<file path="src/rtl/ahb_apb_pkg.sv">
// Shared AHB/APB encodings and the bridge state type.
package ahb_apb_pkg;

  localparam logic [1:0] HTRANS_IDLE   = 2'b00;
  localparam logic [1:0] HTRANS_BUSY   = 2'b01;
  localparam logic [1:0] HTRANS_NONSEQ = 2'b10;
  localparam logic [1:0] HTRANS_SEQ    = 2'b11;

  localparam logic HRESP_OKAY  = 1'b0;
  localparam logic HRESP_ERROR = 1'b1;

  typedef enum logic [2:0] {
    IDLE,
    WDATA,
    SETUP,
    ACCESS,
    ERR1,
    ERR2
  } bridge_state_t;

endpackage

</file>
<file path="src/rtl/apb_slave_mux.sv">
// Slave decode for the APB segment: range check of an incoming index,
// one-hot select for the active index, and return-path selection.
module apb_slave_mux #(
  parameter int NUM_SLV = 4,
  parameter int DATA_W  = 32,
  parameter int IDX_W   = 2
) (
  input  logic [IDX_W-1:0]          acc_idx,
  input  logic [IDX_W-1:0]          cur_idx,
  input  logic                      sel_en,
  input  logic [NUM_SLV*DATA_W-1:0] prdata,
  input  logic [NUM_SLV-1:0]        pready,
  input  logic [NUM_SLV-1:0]        pslverr,
  output logic                      acc_idx_ok,
  output logic [NUM_SLV-1:0]        psel,
  output logic [DATA_W-1:0]         sel_rdata,
  output logic                      sel_ready,
  output logic                      sel_err
);

  // An index field wider than needed (non power-of-two count) can name a missing slave.
  assign acc_idx_ok = (32'(acc_idx) < NUM_SLV);

  // Pick the addressed slave's read data, ready and error.
  always_comb begin
    sel_rdata = '0;
    sel_ready = 1'b0;
    sel_err   = 1'b0;
    for (int i = 0; i < NUM_SLV; i++) begin
      if (cur_idx == IDX_W'(i)) begin
        sel_rdata = prdata[i*DATA_W +: DATA_W];
        sel_ready = pready[i];
        sel_err   = pslverr[i];
      end
    end
  end

  // One-hot select, kept separate so it never feeds back into the return path.
  always_comb begin
    psel = '0;
    for (int i = 0; i < NUM_SLV; i++) begin
      psel[i] = sel_en && (cur_idx == IDX_W'(i));
    end
  end

endmodule

</file>
<file path="src/rtl/ahb_apb_bridge_mp.sv">
// Parametrised AHB-to-APB bridge: single AHB transfers onto a multi-slave
// APB segment with wait states and two-cycle ERROR responses.
module ahb_apb_bridge_mp
  import ahb_apb_pkg::*;
#(
  parameter int ADDR_W  = 32,
  parameter int DATA_W  = 32,
  parameter int NUM_SLV = 4,
  parameter int SEL_LSB = 12
) (
  input  logic                      hclk,
  input  logic                      hresetn,
  input  logic                      hselapb,
  input  logic                      hwrite,
  input  logic [1:0]                htrans,
  input  logic [ADDR_W-1:0]         haddr,
  input  logic [DATA_W-1:0]         hwdata,
  output logic [DATA_W-1:0]         hrdata,
  output logic                      hready,
  output logic                      hresp,
  output logic [ADDR_W-1:0]         paddr,
  output logic [DATA_W-1:0]         pwdata,
  output logic                      pwrite,
  output logic [NUM_SLV-1:0]        psel,
  output logic                      penable,
  input  logic [NUM_SLV*DATA_W-1:0] prdata,
  input  logic [NUM_SLV-1:0]        pready,
  input  logic [NUM_SLV-1:0]        pslverr
);

  localparam int IDX_W = (NUM_SLV > 1) ? $clog2(NUM_SLV) : 1;

  bridge_state_t    state_q, state_d, dispatch;
  logic [IDX_W-1:0] idx_q;
  logic             valid, accept, acc_idx_ok, sel_en;
  logic             sel_ready, sel_err;
  logic [DATA_W-1:0] sel_rdata;

  apb_slave_mux #(
    .NUM_SLV (NUM_SLV),
    .DATA_W  (DATA_W),
    .IDX_W   (IDX_W)
  ) u_mux (
    .acc_idx    (haddr[SEL_LSB +: IDX_W]),
    .cur_idx    (idx_q),
    .sel_en     (sel_en),
    .prdata     (prdata),
    .pready     (pready),
    .pslverr    (pslverr),
    .acc_idx_ok (acc_idx_ok),
    .psel       (psel),
    .sel_rdata  (sel_rdata),
    .sel_ready  (sel_ready),
    .sel_err    (sel_err)
  );

  assign valid    = hselapb && (htrans == HTRANS_NONSEQ || htrans == HTRANS_SEQ);
  assign accept   = valid && hready;
  assign dispatch = !acc_idx_ok ? ERR1 : (hwrite ? WDATA : SETUP);
  assign sel_en   = (state_q == SETUP) || (state_q == ACCESS);
  assign penable  = (state_q == ACCESS);
  assign hrdata   = (state_q == ACCESS && !pwrite && sel_ready && !sel_err) ? sel_rdata : '0;

  // State register; reset abandons any transfer in flight.
  always_ff @(posedge hclk) begin
    if (!hresetn) state_q <= IDLE;
    else          state_q <= state_d;
  end

  // AHB handshake outputs, decoded from state and the selected slave's response.
  always_comb begin
    hready = 1'b0;
    hresp  = HRESP_OKAY;
    case (state_q)
      IDLE:    hready = 1'b1;
      ACCESS:  hready = sel_ready && !sel_err;
      ERR1:    hresp  = HRESP_ERROR;
      ERR2: begin
        hready = 1'b1;
        hresp  = HRESP_ERROR;
      end
      default: ;
    endcase
  end

  // Next state; an OKAY completion or ERR2 may start the next transfer directly.
  always_comb begin
    state_d = state_q;
    case (state_q)
      IDLE:    if (accept) state_d = dispatch;
      WDATA:   state_d = SETUP;
      SETUP:   state_d = ACCESS;
      ACCESS: begin
        if (sel_ready) begin
          if (sel_err)     state_d = ERR1;
          else if (accept) state_d = dispatch;
          else             state_d = IDLE;
        end
      end
      ERR1:    state_d = ERR2;
      ERR2:    state_d = accept ? dispatch : IDLE;
      default: state_d = IDLE;
    endcase
  end

  // Address-phase capture on acceptance and write-data capture one cycle later.
  always_ff @(posedge hclk) begin
    if (!hresetn) begin
      paddr  <= '0;
      pwrite <= 1'b0;
      pwdata <= '0;
      idx_q  <= '0;
    end else begin
      if (accept) begin
        paddr  <= haddr;
        pwrite <= hwrite;
        idx_q  <= haddr[SEL_LSB +: IDX_W];
      end
      if (state_q == WDATA) pwdata <= hwdata;
    end
  end

endmodule

</file>
<file path="config.mk">
export PLATFORM = sky130hd
export DESIGN_NAME = ahb_apb_bridge_mp
export DESIGN_NICKNAME = d
export VERILOG_FILES = /design/src/rtl/ahb_apb_pkg.sv /design/src/rtl/apb_slave_mux.sv /design/src/rtl/ahb_apb_bridge_mp.sv
export SDC_FILE = /design/constraint.sdc
export NUM_CORES = 1
export LEC_CHECK = 0
export CAP_MARGIN = 20
export CORE_AREA = 2 2 120 122
export DETAILED_ROUTE_END_ITERATION = 10
export DIE_AREA = 0 0 122 124
export GPL_ROUTABILITY_DRIVEN = 0
export GPL_TIMING_DRIVEN = 1
export PLACE_DENSITY = 0.73
export SYNTH_ARGS = -nofsm -noshare
export SYNTH_HDL_FRONTEND = slang
export SYNTH_SLANG_ARGS = --single-unit
</file>
<file path="constraint.sdc">
create_clock -name hclk -period 1.9 [get_ports hclk]
set_input_delay 0.38 -clock hclk [delete_from_list [all_inputs] [get_ports hclk]]
set_output_delay 0.38 -clock hclk [all_outputs]
set_load 0.1 [all_outputs]
</file>
# After elaboration in Yosys (flattened, before gate mapping)
# Cells that the tools add are included.
[op_classes]
eq_ne = 12
n_mux = 21
reduce_logical = 19
[op_table]
columns = ["cell", "n"]
rows = [
  ["32-bit two-way mux", 5],
  ["3-bit one-hot mux with 6 select lines", 1],
  ["1-bit logical AND", 10],
  ["1-bit two-way mux", 9],
  ["3-bit two-way mux", 3],
  ["2-bit == test (second input constant)", 4],
  ["3-bit by 2-bit == test with 1-bit output (second input constant)", 2],
  ["3-bit == test (second input constant)", 2],
  ["2-bit two-way mux", 2],
  ["2-bit OR reduction", 2],
  ["3-bit by 1-bit == test with 1-bit output (second input constant)", 1],
  ["3-bit logical NOT", 1],
  ["2-bit by 1-bit == test with 1-bit output (second input constant)", 1],
  ["1-bit logical NOT", 2],
  ["2-bit logical NOT", 1],
  ["1-bit logical OR", 2],
  ["2-bit by 1-bit != test with 1-bit output (second input constant)", 1],
  ["2-bit != test (second input constant)", 1],
  ["1-bit one-hot mux with 2 select lines", 1],
  ["2-bit AND reduction", 1],
]
[word_totals]
reg_bits = 70
in_bits = 206
wordCells = 57

# Longest topological paths before layout
# Gate-level depths: netlist (run 1).
[depth]
word_depth = 13
mapped_depth = 7

# Modules after synthesis
# Synthesis (run 1) repeated with hierarchy kept, for this count alone.
[unflattened]
cells_unflattened = 412
hier_area_um2 = 4139.0
[modules_own_cells]
columns = ["mod", "instances", "cells_per_inst", "area_per_inst_um2", "seq_area_each_um2"]
rows = [
  ["ahb_apb_bridge_mp", 1, 364, 3255.6, 1361.3],
  ["apb_slave_mux", 1, 48, 883.3, 0.0],
]

# Least setup slack after synthesis (run 1)
# OpenSTA, ideal clock, no wires.
[synth_path]
kind = "register to output"
start = "register paddr[13] (netlist name)"
end = "output port psel[2]"
arrival_ps = 4121
t_required_ps = 1520
slack_ps = -2601
stages_incl_launch_ff = 5
n_path_buf = 3
path_cell_list = "dfxtp_1 buf_2 clkbuf_1 clkbuf_1 nor3b_1"
[synth_rtl]
columns = ["item", "line_no", "rtl"]
rows = [
  ["end, declared", "ahb_apb_bridge_mp.sv:24", "output logic [NUM_SLV-1:0] psel,"],
]

==> qor.txt, run 1 <==
yosys warns -> 0
clk sinks -> 68
Worst Setup End Kind -> output port
Leak -> 3.47 nW
Slew HR -> 0.666
post-synthesis cell count -> 418
# rows -> 43
Final WS setup -> -521 ps
DRC Markers -> 0
Post-synth top cells -> 143 x nand2_1, 68 x dfxtp_1, 36 x a21oi_1, 36 x mux2i_1, 34 x mux4_2
Syn Area/Cell -> 9.04 µm²
die height -> 124 µm
Clock transition at path regs -> 50 ps
violated checks -> negative setup slack
RSZ-0062 raised after global routing -> true
cell taking the most area after synthesis -> dfxtp_1
count leader, synth -> nand2_1
Setup Crit Path Kind -> reg -> out
Yosys cell types -> 27
Synthesized Nets -> 624
Final Net Count -> 953
Die W -> 122 µm
HP Class -> reg -> reg
worst slew pin tran -> 496 ps
worst slack, placed -> -592 ps
status -> complete, but fails checks
port bufs -> 308
Seq/Total Area, Yosys -> 0.360
deepest clock path buffer count -> 2
clk_lat worst skew -> 320 ps
final hold vios -> 0
synth top area cells -> dfxtp_1 36%, mux4_2 20%, nand2_1 14%, mux2i_1 9.5%, nor2b_1 5.5%
top-area cell type share of the netlist area -> 0.360
fraction of layout cells with a size suffix above 1 -> 0.336
gr ovfl total -> 0
worst hold slack -> 457 ps
final setup vio count -> 67
skew final -> 4.28 ps
first-pass GRT wire length -> 24900 µm
crit path max fanout -> 12
Post-DRT Antenna Nets -> 0
largest net degree at the start of global routing -> 59
gr usage total -> 0.219
initial core utilization -> 0.275
Synth Cell Area -> 3780 µm²
Main synth FF type -> dfxtp_1
Num CTS Buffers -> 9
post-layout min period -> 2420 ps
vias in the first global route -> 4465
fillers -> 1131
vias per cell -> 4.80
Post-synth EDFFs -> 0
worst endpoint required time -> 1520 ps
f_max -> 413 MHz
core footprint -> 13700 µm²
H-tree levels -> 3
Iter 0 DRT Violations -> 203
Hold-fix buffers, CTS -> 0
asr flop ratio synth -> 0
VDD IR-drop max -> 0.000731 V
routed length per instance -> 18.9 µm
number of antenna violations at the first check in global routing -> 5
Post-Route WL -> 17700 µm
root buffer cell -> clkbuf_16
element type at the critical path start -> register
PwrDens -> 1020 nW/µm²
CP arrival -> 2040 ps
First-pass DRT Iterations -> 5
Vias -> 4480
io pins -> 310
HPWL Detailed -> 14400 µm
final slew viol count -> 0
synthesis-stage register bit count -> 68
fin crit share -> 1.27
Die Area -> 15100 µm²
CTS tree -> yes
Layout area overhead -> 122%
max-cap viol count -> 0
## routing by layer
layer	share of wire	GRT usage	wire length, µm
met5	0.0014	0	24
met1	0.35	0.230	6140
met4	0.028	0.0869	488
met2	0.54	0.408	9470
met3	0.088	0.0664	1560
## registers in the layout (all words and copies together), names as in the netlist
name / flops
state_q: 3
paddr: 32
pwrite: 1
pwdata: 32
## logic make-up after synthesis
logic type / after synthesis / synth area share
simple gates: 194 / 0.222
mux: 70 / 0.298
flops: 68 / 0.360
compound gates: 47 / 0.0722
buf+inv: 39 / 0.0474
## critical path: stages (launching register included)
cell	delay (ps)
dfxtp_4	360
mux4_2	560
nor2b_4	160
nand2_4	100
buf_12	190
nor2b_4	150
buf_12	180
## what timing repair did
item / 4_1_cts / 5_1_grt
endpoints found under the setup margin: 39 / 71
pin swaps: 1 / 4
gates cloned: 1 / 3
buffers inserted: 2 / 6
gates resized for setup: 16 / 13
## through the flow
step                      std cells  TNS, ps  utilization  area, µm²  power (mW)
final                           933   -20170        0.610       8370        8.49
after global routing            931   -24210        0.610       8360        8.84
after CTS                       921   -22380        0.596       8180        8.40
after detailed placement        904   -27570        0.571       7840        6.84
after global placement          904   -26120        0.571       7840        6.77
after floorplan                 418   -25250            -       4160        5.27
## layout by cell type, fill, tap and decap left out, drive strengths merged, types with 3 or more instances in the layout
master / count
nor2b: 34
nand2: 143
nor2: 10
diode: 3
clkinv: 4
mux2i: 36
clkdlybuf4s50: 197
buf: 148
dlygate4sd2: 4
clkbuf: 14
a21oi: 37
mux4: 34
dfxtp: 68
## report_power, final
| group | switching, mW | total [mW] | internal [mW] |
|---|---|---|---|
| Sequential | 0.146 | 1.82 | 1.68 |
| Combinational | 3.31 | 5.21 | 1.90 |
| Clock | 0.567 | 1.46 | 0.896 |
| Total | 4.02 | 8.49 | 4.47 |
## final timing paths
kind | startpoint | to | depth (start not counted) | slack, ps
max | paddr[12]$_SDFFE_PN0N_ | hrdata[7] | 6 | -520
min | pwdata[24]$_SDFFE_PN0P_ | pwdata[24]$_SDFFE_PN0P_ | 2 | 460
max reg2reg | paddr[12]$_SDFFE_PN0N_ | paddr[27]$_SDFFE_PN0N_ | 9 | -130
min reg2reg | pwdata[24]$_SDFFE_PN0P_ | pwdata[24]$_SDFFE_PN0P_ | 2 | 460
## layout make-up
cell class                      count  area (µm²)  share of cell area
Clock inverter                      3        15.0             0.00179
Inverter                            3        11.3             0.00135
Tap cell                          180         225              0.0269
Timing Repair Buffer              354        3910               0.468
Clock buffer                       11         243              0.0290
Multi-Input combinational cell    311        2580               0.309
Sequential cell                    68        1370               0.164
Antenna cell                        3        7.51            0.000897
No activity file was read; power rests on OpenSTA's default activity.
==> run 2: changes to the inputs <==
--- a/config.mk
+++ b/config.mk
@@ -6,12 +6,12 @@
 export NUM_CORES = 1
 export LEC_CHECK = 0
 export CAP_MARGIN = 20
-export CORE_AREA = 2 2 120 122
+export CORE_AREA = 2 2 119 121
 export DETAILED_ROUTE_END_ITERATION = 10
-export DIE_AREA = 0 0 122 124
+export DIE_AREA = 0 0 121 123
 export GPL_ROUTABILITY_DRIVEN = 0
 export GPL_TIMING_DRIVEN = 1
-export PLACE_DENSITY = 0.73
+export PLACE_DENSITY = 0.74
 export SYNTH_ARGS = -nofsm -noshare
 export SYNTH_HDL_FRONTEND = slang
 export SYNTH_SLANG_ARGS = --single-unit
==> run 2 against run 1 <==
- the flow still finishes with violations (negative setup slack)
- global-route usage down 1.1 points
- critical path depth is the same
- cell count is 1.1% lower
- combinational power is 2% lower
- sequential share of layout area is 0.21 points higher
- clock power grew 13%
- largest cell class unchanged
- largest power group unchanged
==> qor.txt, run 2 (synthesis gave the netlist of run 1 again) <==
status -> complete, but fails checks
violated checks -> negative setup slack
Final WS setup -> -533 ps
crit path max fanout -> 12
Iter 0 DRT Violations -> 243
clk_lat worst skew -> 330 ps
Leak -> 3.41 nW
post-layout min period -> 2430 ps
routed length per instance -> 17.4 µm
Pint -> 4.56 mW
root buffer cell -> clkbuf_16
gr ovfl total -> 0
initial core utilization -> 0.278
# rows -> 43
Worst Setup End Kind -> output port
first-pass GRT wire length -> 23700 µm
element type at the critical path start -> register
port bufs -> 308
highest-count cells in the layout ignoring fill and taps -> 199 x clkdlybuf4s50_1, 141 x nand2_1, 84 x buf_4, 66 x dfxtp_1, 52 x buf_12
max-cap viol count -> 0
Post-Layout Cell Count -> 923
PwrDens -> 1040 nW/µm²
gr usage total -> 0.208
Flop pwr share -> 0.212
worst slew pin tran -> 461 ps
Clock power frac -> 0.191
WHS Endpoint -> paddr[23]$_SDFFE_PN0N_
FF-to-FF End -> paddr[6]$_SDFFE_PN0N_
Layout area overhead -> 119%
f_max -> 411 MHz
H-tree levels -> 3
n_diodes -> 0
First-pass DRT Iterations -> 5
VDD IR-drop max -> 0.000704 V
largest net degree at the start of global routing -> 58
core footprint -> 13600 µm²
dpl cells -> 902
Clock transition at path regs -> 50 ps
sw frac -> 0.469
final slew viol count -> 0
Largest regs -> paddr x32, pwdata x32, state_q x3
Num CTS Buffers -> 9
Die W -> 121 µm
Hold Path Stages -> 3
worst hold slack -> 452 ps
io pins -> 310
min-delay src -> hresetn
clk sinks -> 68
R2R depth -> 8
final setup vio count -> 66
DRC Markers -> 0
Reg2Reg Setup Slack -> -50 ps
most common cell after layout, fill and taps aside -> clkdlybuf4s50_1
Post-DRT Antenna Nets -> 0
Setup Crit Path Kind -> reg -> out
worst endpoint required time -> 1520 ps
Vias -> 4383
skew final -> 12.3 ps
Final Net Count -> 944
deepest clock path buffer count -> 2
Hold-fix buffers, CTS -> 0
number of antenna violations at the first check in global routing -> 0
worst r2r src -> paddr[12]$_SDFFE_PN0N_
Comb pwr share -> 0.597
vias in the first global route -> 4442
RSZ-0062 raised after global routing -> true
HPWL Detailed -> 13000 µm
final hold vios -> 0
CTS tree -> yes
CP arrival -> 2050 ps
vias per cell -> 4.75
fin crit share -> 1.28
Slew HR -> 0.690
Net Switching -> 4.04 mW
Die Area -> 14900 µm²
Post-Route WL -> 16100 µm
fraction of layout cells with a size suffix above 1 -> 0.322
HP Class -> in -> reg
die height -> 123 µm
run 2: changes by cell type in the layout (fill, tap and decap cells not counted), sizes merged:
cell / previous run / this run
diode: 3 / 0
dlymetal6s2s: 2 / 0
bufinv: 0 / 1
buf: 148 / 140
clkdlybuf4s50: 197 / 199
clkbuf: 14 / 13
bufbuf: 0 / 1
run 2: cell type report:
type | count | area, µm²
Fill cell | 1089 | 5350
Sequential cell | 68 | 1370
Clock inverter | 4 | 48.8
Multi-Input combinational cell | 311 | 2560
Tap cell | 180 | 225
Clock buffer | 12 | 246
Timing Repair Buffer | 345 | 3800
Inverter | 3 | 11.3
run 2: critical path: stages (launching register included):
cell	delay, ps
dfxtp_4	370
mux4_2	560
nor2b_4	170
nand2_4	100
buf_12	190
nor2b_4	150
buf_12	180
run 2: power by group through the flow:
stage / registers, mW / logic [mW] / clock network [mW]
floorplan: 3.41 / 1.86 / 0
global placement: 1.83 / 4.94 / 0
global route: 1.85 / 5.35 / 1.77
finish: 1.82 / 5.13 / 1.65
detailed placement: 1.85 / 5.01 / 0
CTS: 1.82 / 5.10 / 1.69
run 2: layer usage:
metal  share of wire  track usage
met2            0.53        0.388
met5               0            0
met3           0.079       0.0572
met4           0.021       0.0640
met1            0.37        0.229
run 2: worst max-delay path by stage:
stage | slack, ps | to | from
after global placement | -550 | hrdata[30] | pslverr[3]
final | -530 | hrdata[29] | paddr[12]$_SDFFE_PN0N_
after floorplan | -730 | hrdata[10] | paddr[12]$_SDFFE_PN0N_
after detailed placement | -580 | hrdata[30] | pslverr[3]
after CTS | -570 | hrdata[30] | paddr[12]$_SDFFE_PN0N_
after global routing | -600 | hrdata[1] | paddr[12]$_SDFFE_PN0N_
run 2: repair_timing:
item                       in CTS  in global routing
setup endpoints to repair      38                 69
gates resized for setup        14                  2
gates cloned                    1                  1
setup buffers                   1                  2
pin swaps                       1                  1
run 2: through the flow:
stage	instance area, µm²	utilization	setup WS [ps]	setup TNS, ps	power (mW)
6_report	8260	0.607	-533	-17710	8.60
5_1_grt	8260	0.607	-597	-22600	8.96
4_1_cts	8200	0.603	-571	-19430	8.62
3_5_place_dp	7830	0.575	-578	-27200	6.85
3_3_place_gp	7830	0.575	-553	-26400	6.77
2_1_floorplan	4160	-	-727	-25250	5.27
==> run 3: changes to the inputs <==
==> constraint.sdc (replaced) <==
create_clock -name hclk -period 1.9 [get_ports hclk]
set_input_delay 0.57 -clock hclk [delete_from_list [all_inputs] [get_ports hclk]]
set_output_delay 0.57 -clock hclk [all_outputs]
set_load 0.1 [all_outputs]
==> run 3 against run 2 <==
- the run still ends with negative setup slack left
- first-iteration DRC count down 3.7%
- global-route usage grew 1.5 points
- largest cell class unchanged
- clock power rose by 2%
- critical endpoint is now hrdata[20]
==> qor.txt, run 3 (synthesis gave the netlist of run 1 again) <==
status -> complete, but fails checks
violated checks -> negative setup slack
CP max stage delay -> 560 ps
number of antenna violations at the first check in global routing -> 1
post-layout min period -> 2690 ps
clk_lat worst skew -> 330 ps
Vias -> 4445
Comb pwr share -> 0.616
Util after Layout -> 0.671
Worst Setup End Kind -> output port
# rows -> 43
Post-Layout Cell Count -> 932
io pins -> 310
Hold Path Stages -> 2
most common cell after layout, fill and taps aside -> clkdlybuf4s50_1
WHS Endpoint -> pwdata[28]$_SDFFE_PN0P_
Die W -> 121 µm
final setup vio count -> 62
Reg2Reg Setup Slack -> -50 ps
skew final -> 4.38 ps
routed length per instance -> 18.3 µm
gr usage total -> 0.224
element type at the critical path start -> register
first-pass GRT wire length -> 25400 µm
initial core utilization -> 0.278
Num CTS Buffers -> 9
final hold vios -> 0
CP arrival -> 2120 ps
max-cap viol count -> 0
Pint -> 5.16 mW
Tot Pwr -> 9.43 mW
worst endpoint required time -> 1330 ps
Clock power frac -> 0.179
min-delay src -> pwdata[28]$_SDFFE_PN0P_
Flop pwr share -> 0.205
highest-count cells in the layout ignoring fill and taps -> 195 x clkdlybuf4s50_1, 140 x nand2_1, 112 x buf_12, 65 x dfxtp_1, 36 x mux2i_1
First-pass DRT Iterations -> 4
Die Area -> 14900 µm²
Post-DRT Antenna Nets -> 0
f_max -> 372 MHz
DRC Markers -> 0
slowest library cell on the worst path -> mux4_2
clk sinks -> 68
deepest clock path buffer count -> 2
RSZ-0062 raised after global routing -> true
PwrDens -> 1030 nW/µm²
root buffer cell -> clkbuf_16
worst hold slack -> 491 ps
final slew viol count -> 0
worst r2r src -> paddr[12]$_SDFFE_PN0N_
Final Net Count -> 952
die height -> 123 µm
Post-Route WL -> 17100 µm
Slew HR -> 0.678
Hold-fix buffers, CTS -> 0
worst-path cell chain -> mux4_2, nor2b_4, nand2_8, buf_12, nor2b_4, buf_12
dpl cells -> 904
largest net degree at the start of global routing -> 53
FF-to-FF End -> state_q[1]$_SDFFE_PN0P_
Clock transition at path regs -> 60 ps
Net Switching -> 4.27 mW
VDD IR-drop max -> 0.000864 V
HPWL Detailed -> 13700 µm
vias per cell -> 4.77
Worst Path Buf+Inv -> 2
Final WS setup -> -786 ps
Largest regs -> paddr x32, pwdata x32, state_q x3
CTS tree -> yes
H-tree levels -> 3
worst slew pin tran -> 483 ps
fin crit share -> 1.41
fraction of layout cells with a size suffix above 1 -> 0.336
gr ovfl total -> 0
Iter 0 DRT Violations -> 234
Leak -> 3.63 nW
sw frac -> 0.453
final setup TNS -> -25720 ps
Setup Crit Path Kind -> reg -> out
crit path max fanout -> 8
HP Class -> reg -> reg
vias in the first global route -> 4640
Largest delay share family, worst path -> multiplexers
port bufs -> 308
Layout area overhead -> 142%
R2R depth -> 7
core footprint -> 13600 µm²
## run 3: changes by cell type in the layout (fill, tap and decap cells not counted), sizes merged
| cell | delta |
|---|---|
| clkinvlp | +2 |
| diode | +1 |
| clkbuf | -2 |
| bufbuf | -1 |
| clkdlybuf4s15 | +4 |
| clkdlybuf4s50 | -4 |
| buf | +9 |
## run 3: power groups by stage
stage          Sequential (mW)  Combinational (mW)  Clock, mW
6_report                  1.93                5.81       1.69
5_1_grt                   1.96                6.04       1.79
4_1_cts                   1.93                5.75       1.71
3_5_place_dp              1.96                5.54          0
3_3_place_gp              1.94                5.47          0
2_1_floorplan             3.41                1.86          0
## run 3: how the worst max path moves through the flow
stage	slack (ps)	to	cells after the start	from
6_report	-790	hrdata[20]	6	paddr[12]$_SDFFE_PN0N_
5_1_grt	-850	hrdata[26]	6	paddr[12]$_SDFFE_PN0N_
4_1_cts	-820	hrdata[26]	6	paddr[12]$_SDFFE_PN0N_
3_5_place_dp	-970	hrdata[26]	7	pslverr[3]
3_3_place_gp	-940	hrdata[30]	7	pslverr[3]
2_1_floorplan	-920	hrdata[10]	6	paddr[12]$_SDFFE_PN0N_
## run 3: final cells by class
type	count	area, µm²
fill	973	4470
clock inverter	6	63.8
timing repair buffer	353	4630
tap	180	225
antenna	1	2.50
sequential	68	1370
inverter	3	13.8
clock buffer	10	239
multi-input combinational	311	2590
## run 3: routing by layer
layer	GRT usage	part of all wire	wire [µm]
met5	0	0	0
met4	0.114	0.045	771
met3	0.0733	0.090	1540
met2	0.402	0.52	8970
met1	0.233	0.34	5810
## run 3: what timing repair did
| action | CTS | global route |
|---|---|---|
| buffers inserted | 6 | 5 |
| pin swaps | 5 | 4 |
| resized for setup | 30 | 7 |
| setup endpoints to repair | 71 | 72 |
| gates cloned | 2 | 1 |
## run 3: worst register-to-register path, delay by kind of cell, from the launching register on
family                 cells  cell delay, ps
AO/OA/AOI/OAI              2             320
buffers and inverters      2             440
flip-flops                 1             370
multiplexers               1             600
AND/OR/NAND/NOR            2             110
## run 3: stage by stage
stage / setup slack [ps] / instance area [µm²]
5_1_grt: -854 / 9140
6_report: -786 / 9140
3_5_place_dp: -971 / 8600
4_1_cts: -819 / 9060
3_3_place_gp: -942 / 8600
2_1_floorplan: -917 / 4160
